### src/rtl/key_debounce_pkg.sv
// Shared definitions for the pushbutton debouncer: FSM state encoding and
// default timing for the 50 MHz board clock.
package key_debounce_pkg;

  typedef enum logic [1:0] {
    IDLE      = 2'd0,
    PRESS_CHK = 2'd1,
    HELD      = 2'd2,
    REL_CHK   = 2'd3
  } state_t;

  // 20 ms debounce, 500 ms first repeat, 100 ms repeat period at 50 MHz
  localparam int DEF_DEB_CYC = 1000000;
  localparam int DEF_REP_DLY = 25000000;
  localparam int DEF_REP_PER = 5000000;
  localparam int DEF_CNT_W   = 25;

endpackage

### src/rtl/sync2_ff.sv
// Two-flop synchronizer for a single asynchronous input, with a
// configurable reset value so idle inputs power up in their inactive level.
module sync2_ff #(
  parameter logic RST_VAL = 1'b1
) (
  input  logic clk,
  input  logic rst,
  input  logic d,
  output logic q
);

  logic meta_r;
  logic sync_r;

  // Two-stage capture of the asynchronous input
  always_ff @(posedge clk) begin
    if (rst) begin
      meta_r <= RST_VAL;
      sync_r <= RST_VAL;
    end else begin
      meta_r <= d;
      sync_r <= meta_r;
    end
  end

  assign q = sync_r;

endmodule

### src/rtl/key_debounce.sv
// Pushbutton conditioner: synchronizes an active-low key, debounces press and
// release, and emits one registered strobe per press plus optional auto-repeat.
module key_debounce
  import key_debounce_pkg::*;
#(
  parameter int DEB_CYC = DEF_DEB_CYC,
  parameter int REP_DLY = DEF_REP_DLY,
  parameter int REP_PER = DEF_REP_PER,
  parameter int CNT_W   = DEF_CNT_W
) (
  input  logic CLK,
  input  logic RST,
  input  logic KEY_N,
  input  logic REP_EN,
  output logic PRESSED,
  output logic PULSE
);

  localparam logic [CNT_W-1:0] DEB_LAST = CNT_W'(DEB_CYC - 1);
  localparam logic [CNT_W-1:0] DLY_LAST = CNT_W'(REP_DLY - 1);
  localparam logic [CNT_W-1:0] PER_LAST = CNT_W'(REP_PER - 1);
  localparam logic [CNT_W-1:0] CNT_ONE  = CNT_W'(1);
  localparam logic [CNT_W-1:0] CNT_ZERO = CNT_W'(0);

  logic             key_n_sync_s;
  logic             key_s;
  state_t           state_r;
  state_t           state_nxt_s;
  logic [CNT_W-1:0] deb_cnt_r;
  logic [CNT_W-1:0] deb_nxt_s;
  logic [CNT_W-1:0] rep_cnt_r;
  logic [CNT_W-1:0] rep_nxt_s;
  logic [CNT_W-1:0] rep_last_s;
  logic             first_rep_r;
  logic             first_nxt_s;
  logic             rep_step_s;
  logic             pressed_r;
  logic             pressed_nxt_s;
  logic             pulse_r;
  logic             pulse_nxt_s;

  sync2_ff #(
    .RST_VAL(1'b1)
  ) u_sync (
    .clk(CLK),
    .rst(RST),
    .d  (KEY_N),
    .q  (key_n_sync_s)
  );

  assign key_s      = ~key_n_sync_s;
  assign rep_last_s = first_rep_r ? DLY_LAST : PER_LAST;

  // Next-state, counter and strobe decode
  always_comb begin
    state_nxt_s = state_r;
    deb_nxt_s   = deb_cnt_r;
    rep_nxt_s   = rep_cnt_r;
    first_nxt_s = first_rep_r;
    pulse_nxt_s = 1'b0;
    rep_step_s  = 1'b0;

    case (state_r)
      IDLE: begin
        deb_nxt_s = CNT_ZERO;
        if (key_s) begin
          state_nxt_s = PRESS_CHK;
        end else begin
          state_nxt_s = IDLE;
        end
      end
      PRESS_CHK: begin
        if (!key_s) begin
          state_nxt_s = IDLE;
          deb_nxt_s   = CNT_ZERO;
        end else if (deb_cnt_r == DEB_LAST) begin
          state_nxt_s = HELD;
          pulse_nxt_s = 1'b1;
          rep_nxt_s   = CNT_ZERO;
          first_nxt_s = 1'b1;
        end else begin
          deb_nxt_s = deb_cnt_r + CNT_ONE;
        end
      end
      HELD: begin
        if (!key_s) begin
          state_nxt_s = REL_CHK;
          deb_nxt_s   = CNT_ZERO;
        end else begin
          rep_step_s = 1'b1;
        end
      end
      REL_CHK: begin
        // A release glitch only freezes the repeat timer while the key reads released
        if (key_s) begin
          state_nxt_s = HELD;
          rep_step_s  = 1'b1;
        end else if (deb_cnt_r == DEB_LAST) begin
          state_nxt_s = IDLE;
          deb_nxt_s   = CNT_ZERO;
        end else begin
          deb_nxt_s = deb_cnt_r + CNT_ONE;
        end
      end
      default: begin
        state_nxt_s = IDLE;
        deb_nxt_s   = CNT_ZERO;
        rep_nxt_s   = CNT_ZERO;
        first_nxt_s = 1'b1;
      end
    endcase

    if (rep_step_s) begin
      if (REP_EN) begin
        if (rep_cnt_r == rep_last_s) begin
          pulse_nxt_s = 1'b1;
          rep_nxt_s   = CNT_ZERO;
          first_nxt_s = 1'b0;
        end else begin
          rep_nxt_s = rep_cnt_r + CNT_ONE;
        end
      end else begin
        rep_nxt_s   = CNT_ZERO;
        first_nxt_s = 1'b1;
      end
    end else begin
      rep_nxt_s = rep_nxt_s;
    end

    pressed_nxt_s = (state_nxt_s == HELD) || (state_nxt_s == REL_CHK);
  end

  // State, counters and registered outputs
  always_ff @(posedge CLK) begin
    if (RST) begin
      state_r     <= IDLE;
      deb_cnt_r   <= CNT_ZERO;
      rep_cnt_r   <= CNT_ZERO;
      first_rep_r <= 1'b1;
      pressed_r   <= 1'b0;
      pulse_r     <= 1'b0;
    end else begin
      state_r     <= state_nxt_s;
      deb_cnt_r   <= deb_nxt_s;
      rep_cnt_r   <= rep_nxt_s;
      first_rep_r <= first_nxt_s;
      pressed_r   <= pressed_nxt_s;
      pulse_r     <= pulse_nxt_s;
    end
  end

  assign PRESSED = pressed_r;
  assign PULSE   = pulse_r;

endmodule

### config.mk
export PLATFORM = sky130hd
export DESIGN_NAME = key_debounce
export DESIGN_NICKNAME = d
export VERILOG_FILES = /design/src/rtl/key_debounce_pkg.sv /design/src/rtl/sync2_ff.sv /design/src/rtl/key_debounce.sv
export SDC_FILE = /design/constraint.sdc
export NUM_CORES = 1
export LEC_CHECK = 0
export ABC_CLOCK_PERIOD_IN_PS = 2200
export CORE_MARGIN = 3
export CORE_UTILIZATION = 30
export CTS_BUF_LIST = sky130_fd_sc_hd__clkbuf_4 sky130_fd_sc_hd__clkbuf_8
export DETAILED_ROUTE_END_ITERATION = 6
export DONT_BUFFER_PORTS = 1
export GPL_ROUTABILITY_DRIVEN = 0
export GPL_TIMING_DRIVEN = 0
export PLACE_DENSITY = 0.41
export SETUP_SLACK_MARGIN = 0.15
export SLEW_MARGIN = 20
export SYNTH_ARGS = -nofsm -noshare
export SYNTH_HDL_FRONTEND = slang
export SYNTH_SLANG_ARGS = --single-unit
export TNS_END_PERCENT = 30
### constraint.sdc
create_clock -name CLK -period 2.2 [get_ports CLK]
set_input_delay 0.55 -clock CLK [delete_from_list [all_inputs] [get_ports CLK]]
set_output_delay 0.55 -clock CLK [all_outputs]
set_load 0.1 [all_outputs]
==> results of run 1 <==
path summary, 6_finish.rpt:
path / start / endpoint / slack (ns) / depth (start not counted)
min reg2reg: u_sync.meta_r$_SDFF_PP1_ / u_sync.q$_SDFF_PP1_ / 0.43 / 1
max: rep_cnt_r[21]$_SDFFE_PP0P_ / rep_cnt_r[22]$_SDFFE_PP0P_ / -0.16 / 8
max reg2reg: rep_cnt_r[21]$_SDFFE_PP0P_ / rep_cnt_r[22]$_SDFFE_PP0P_ / -0.16 / 8
min: KEY_N / u_sync.meta_r$_SDFF_PP1_ / 0.34 / 1
worst register-to-register path, stage by stage (launching register included):
cell and delay (ns):
dfxtp_4 0.37, or4_1 0.49, or4_4 0.44, a2111oi_4 0.34, buf_6 0.18, or2_4 0.12, buf_8 0.12, nor3_2 0.05
o21bai_1 0.15
cell families after synthesis:
family / Yosys count / synth area share [%]
buffers and inverters: 34 / 5.11
AO/OA/AOI/OAI: 95 / 21.4
adder cells (fa/ha/maj): 2 / 0.852
flip-flops: 56 / 38.2
XOR/XNOR: 10 / 2.98
AND/OR/NAND/NOR: 176 / 31.4
per-layer routing:
metal / global-route usage [%] / vias to the layer above
met3: 2.47 / 13
met2: 23.0 / 34
met4: 3.09 / 0
met5: 0 / -
li1: - / 1429
met1: 23.6 / 1382
sequential cells by signal, indices dropped and copies added, names as in the netlist:
name           flops
rep_cnt_r         25
first_rep_r        1
u_sync.q           1
state_r            2
PULSE              1
deb_cnt_r         25
u_sync.meta_r      1
area by class of cell:
cell class                      instances  share of cell area, %
Buffer                                 17                   4.39
Clock buffer                            5                   1.83
Clock inverter                          3                   1.13
Inverter                               17                   1.76
Multi-Input combinational cell        283                   51.3
Sequential cell                        56                   30.6
Tap cell                              129                   4.29
Timing Repair Buffer                   15                   4.66
layout by cell type, fill, tap and decap left out, drive strengths merged, types with 4 or more instances in the layout:
cell type and count:
dfxtp 56, nand2 35, nor2 33, a21oi 27, nand3 25, o21ai 22, buf 22, inv 17
nor3 15, clkbuf 15, nand4 14, or3 12, a31oi 10, and3 8, nor4 7, o22ai 6
xnor2 5, xor2 5, or4 5, a21o 4, a22o 4, and2 4, nor4b 4, a211oi 4
synthesized netlist by cell type, types with 2 or more instances:
cell type,n,area share [%]
o211ai_1,2,0.51
nand4_1,14,3.0
nor2_1,32,4.1
a211oi_2,2,0.85
nor2b_1,3,0.64
buf_2,3,0.51
a22o_1,4,1.2
clkbuf_1,10,1.3
nand3_1,25,4.3
nor3_1,15,2.6
inv_1,16,2.0
a41oi_1,2,0.60
or4_1,4,1.0
ha_1,2,0.85
or3_1,12,2.6
buf_6,2,0.77
and3_1,8,1.7
and2_1,4,0.85
o31ai_1,2,0.51
a21o_1,4,1.0
o22a_1,2,0.60
a21oi_1,27,4.6
nand2_1,34,4.3
nor4b_1,4,1.2
xor2_1,5,1.5
a31oi_1,10,2.1
and4_1,3,0.89
xnor2_1,5,1.5
or2_2,3,0.64
o31a_1,2,0.60
nor4_1,7,1.5
o21ai_0,21,3.6
a211oi_1,2,0.51
o22ai_1,6,1.3
dfxtp_1,56,38
power by group through the flow:
stage	combinational [mW]	clock, mW	sequential [mW]
final	0.0472	0.700	1.02
after detailed placement	0.0400	0	1.05
after floorplan	0.0272	0	1.04
after global placement	0.0404	0	1.05
after CTS	0.0428	0.728	1.02
after global routing	0.0522	0.763	1.02
what timing repair did:
item                       in CTS  in global routing
resized for setup              65                 43
gates cloned                    1                  2
pin swaps                      18                 24
setup endpoints to repair      52                 51
buffers inserted                6                  6
hold buffers                    0                  0
==> impl_metrics.csv, run 1 <==
group,metric,value,unit
timing,finalHoldViolations,0,
timing,fin_ws,-0.161,ns
clocking,cts_tree,"yes",
global_routing,grt_use_total,15.5,%
drt,via_count,2858,
setup_path,slowest_delay,0.49,ns
timing,skew,0.0204,ns
setup_path,path_class,"register to register",
synthesis,yosysWarnings,0,
floorplan,core_area,9370,sq um
finish,syn_to_final_growth,28.1,%
pwr,cellPowerDensity,469,nW/um^2
place,place_inst,502,
floorplan,dieWidth,105,microns
setup_path,slowest_stage,"or4_1",
global_routing,grt_max_degree,18,
global_routing,grt_pass1_vias,2516,
synthesis,yosysSeqAreaShare,38.2,%
drt,wl_per_cell,16.6,microns
pwr,p_sw_share,22.8,%
setup_path,start_kind,"register",
drt,wl_met1,4.56,mm
drt,wl_met2,3.77,mm
clocking,clkLatencyLatePin,0.32,ns
pwr,seqPwrFrac,57.6,%
timing,finalSetupViolations,27,
global_routing,overflow,0,
pwr,vdd_ir_drop_max,0.246,mV
place,place_area,3120,sq um
drt,drc_errors,0,
setup_path,crit_chain,"or4_1, or4_4, a2111oi_4, buf_6, or2_4, buf_8, nor3_2, o21bai_1",
pwr,leakagePower,1.26,nW
timing,rsz0062_at_grt,"yes",
place,io_buffers,0,
clocking,cts_max_path_buffers,2,
floorplan,die_y,105,microns
floorplan,start_util,31.3,%
clocking,clk_pin_slew,0.10,ns
setup_path,cp_num_buf_inv,2,
synthesis,synthFlopType,"dfxtp_1",
timing,slew_headroom,37.8,%
pwr,total_power,1.76,mW
outcome,status,"complete, but fails checks",
global_routing,antenna_found_initial,0,
global_routing,grt_pass1_wl,13.7,mm
timing,finalSetupTns,-3.03,ns
finish,layout-drive-gt1-share,25.3,%
pwr,combPwrFrac,2.7,%
finish,instances_no_fill,525,
finish,final_util,40.1,%
timing,whs,0.336,ns
synthesis,synth_edf_count,0,
finish,fin_area,3760,sq um
synthesis,syn-mean-instance-area,7.87,sq um
drt,first_pass_iters,4,
timing,period_share,107,%
drt,viasPerCell,5.44,
pwr,power.switching,402,uW
clocking,cts_buffers,5,
synthesis,synth_fp_nets,379,
pwr,pwr-share-clk,39.7,%
finish,multiInputGateArea,1930,sq um
synthesis,synth-seq-cells,56,
timing,finalMaxSlewViolations,0,
setup_path,end_kind,"register",
floorplan,ios,6,
drt,wirelength,8.69,mm
clocking,cts_max_level,2,
drt,ant_nets,0,
setup_path,worstPathRequired,2.41,ns
synthesis,syn_area,2940,sq um
clocking,clockRootBuffer,"clkbuf_8",
finish,register_area,1150,sq um
drt,top_layer_used,"met4",
place,dp_hpwl,5.87,mm
synthesis,synth_cell_type_count,55,
finish,antenna_cells,0,
drt,wl_met3,249,microns
pwr,p_int,1.36,mW
timing,max_freq,0.424,GHz
min_path,min_path_type,"input port to register",
place,place_ws,-0.718,ns
finish,fin_nets,401,
timing,tightest_slew,0.932,ns
setup_path,crit_fanout,8,
floorplan,die_area,11000,sq um
synthesis,synthesis.instances,373,
setup_path,path_delay_family,"simple AND/OR/NAND/NOR gates",
setup_path,crit_arrival,2.57,ns
clocking,numClockSinks,56,
floorplan,row_count,35,
drt,drt_iter0_markers,182,
outcome,violations,"setup timing",
timing,finalCriticalPeriod,2.36,ns
synthesis,async_flop_share,0,%
job,drv_cap,0,
finish,fill_cells,989,
No activity file was read; power rests on OpenSTA's default activity.
==> run 2: changes to the inputs <==
--- a/config.mk
+++ b/config.mk
@@ -15,6 +15,7 @@
 export GPL_TIMING_DRIVEN = 0
 export PLACE_DENSITY = 0.41
 export SETUP_SLACK_MARGIN = 0.15
+export SKIP_LAST_GASP = 1
 export SLEW_MARGIN = 20
 export SYNTH_ARGS = -nofsm -noshare
 export SYNTH_HDL_FRONTEND = slang
==> impl_metrics.csv, run 2 (synthesized netlist as in run 1, its figures left out) <==
group,metric,value,unit
outcome,status,"complete, but fails checks",
outcome,violations,"setup timing",
floorplan,die_y,105,microns
clocking,hold_buffers,0,
place,dp_hpwl,5.87,mm
floorplan,die_area,11000,sq um
setup_path,cp_num_buf_inv,2,
pwr,total_power,1.76,mW
finish,instances_no_fill,523,
timing,whs,0.335,ns
finish,top_regs,"deb_cnt_r (25), rep_cnt_r (25), state_r (2)",
timing,finalHoldViolations,0,
timing,finalSetupViolations,27,
timing,rsz0062_at_grt,"yes",
floorplan,core_area,9370,sq um
setup_path,end_kind,"register",
place,place_inst,502,
drt,via_count,2805,
global_routing,antenna_found_initial,0,
min_path,min_path_type,"input port to register",
drt,ant_nets,0,
timing,finalMaxSlewViolations,0,
place,place_ws,-0.718,ns
floorplan,row_count,35,
clocking,numClockSinks,56,
finish,layout_common_cells,"43 x dfxtp_1, 31 x nand2_1, 30 x nor2_1",
setup_path,slowest_delay,0.51,ns
timing,slew_headroom,37.8,%
setup_path,crit_arrival,2.62,ns
finish,layout-drive-gt1-share,21.8,%
setup_path,slowest_stage,"or4_1",
floorplan,start_util,31.3,%
place,io_buffers,0,
setup_path,path_class,"register to register",
setup_path,worstPathRequired,2.42,ns
finish,fin_nets,399,
drt,first_pass_iters,4,
timing,fin_ws,-0.201,ns
setup_path,start_kind,"register",
setup_path,path_delay_family,"simple AND/OR/NAND/NOR gates",
drt,viasPerCell,5.36,
drt,drc_errors,0,
clocking,clk_pin_slew,0.12,ns
place,place_area,3120,sq um
global_routing,grt_max_degree,18,
drt,wl_per_cell,16.2,microns
finish,antenna_cells,0,
global_routing,overflow,0,
global_routing,grt_pass1_vias,2463,
clocking,clkLatencyLatePin,0.32,ns
finish,fill_cells,995,
finish,final_util,38.7,%
finish,final_common_cell,"dfxtp_1",
clocking,cts_buffers,5,
finish,syn_to_final_growth,23.4,%
drt,drt_iter0_markers,163,
finish,register_area,1140,sq um
pwr,cellPowerDensity,487,nW/um^2
finish,multiInputGateArea,1870,sq um
clocking,clockRootBuffer,"clkbuf_8",
timing,tightest_slew,0.932,ns
timing,period_share,109,%
setup_path,crit_chain,"or4_1, or4_4, a2111oi_4, buf_4, buf_8, nand2_2, a221o_1",
setup_path,crit_fanout,10,
floorplan,ios,6,
finish,fin_area,3620,sq um
timing,skew,0.0172,ns
pwr,leakagePower,1.18,nW
timing,finalSetupTns,-3.23,ns
global_routing,grt_pass1_wl,13.5,mm
timing,finalCriticalPeriod,2.40,ns
clocking,cts_max_level,2,
floorplan,dieWidth,105,microns
clocking,cts_tree,"yes",
drt,wirelength,8.48,mm
clocking,cts_max_path_buffers,2,
global_routing,grt_use_total,15.3,%
pwr,vdd_ir_drop_max,0.242,mV
job,drv_cap,0,
timing,max_freq,0.417,GHz
run 2: worst register-to-register path, cell delays in order (launching register included):
cell	delay (ns)
dfxtp_2	0.35
or4_1	0.51
or4_4	0.44
a2111oi_4	0.32
buf_4	0.20
buf_8	0.14
nand2_2	0.06
a221o_1	0.29
run 2: path summary, 6_finish.rpt:
| kind | from | to | slack [ns] | depth (start not counted) |
|---|---|---|---|---|
| setup / recovery | rep_cnt_r[13]$_SDFFE_PP0P_ | first_rep_r$_SDFF_PP1_ | -0.20 | 7 |
| hold / removal | KEY_N | u_sync.meta_r$_SDFF_PP1_ | 0.34 | 1 |
| setup reg to reg | rep_cnt_r[13]$_SDFFE_PP0P_ | first_rep_r$_SDFF_PP1_ | -0.20 | 7 |
| hold reg to reg | u_sync.meta_r$_SDFF_PP1_ | u_sync.q$_SDFF_PP1_ | 0.43 | 1 |
run 2: what timing repair did:
action,CTS,global route
pin swaps,5,15
resized for setup,44,34
cloned,1,0
endpoints found under the setup margin,52,53
buffers inserted,6,6
run 2: cell type report:
class,instances,area share [%]
Clock inverter,3,1.17
Buffer,17,4.07
Sequential cell,56,31.6
Inverter,17,1.80
Timing Repair Buffer,13,3.35
Multi-Input combinational cell,283,51.7
Clock buffer,5,1.90
Tap cell,129,4.45
run 2: report_power, final:
group / total, mW / switching, mW / internal, mW
logic: 0.0438 / 0.0323 / 0.0115
registers: 1.02 / 0.00575 / 1.01
clock network: 0.701 / 0.363 / 0.338
total: 1.76 / 0.401 / 1.36
run 2: layer usage:
layer  wire, microns  part of all wire, %  GRT usage (%)
met1            4440                   52           23.4
met2            3570                   42           22.5
met4              88                  1.0           3.09
met3             376                  4.4           2.47
met5               0                    0              0
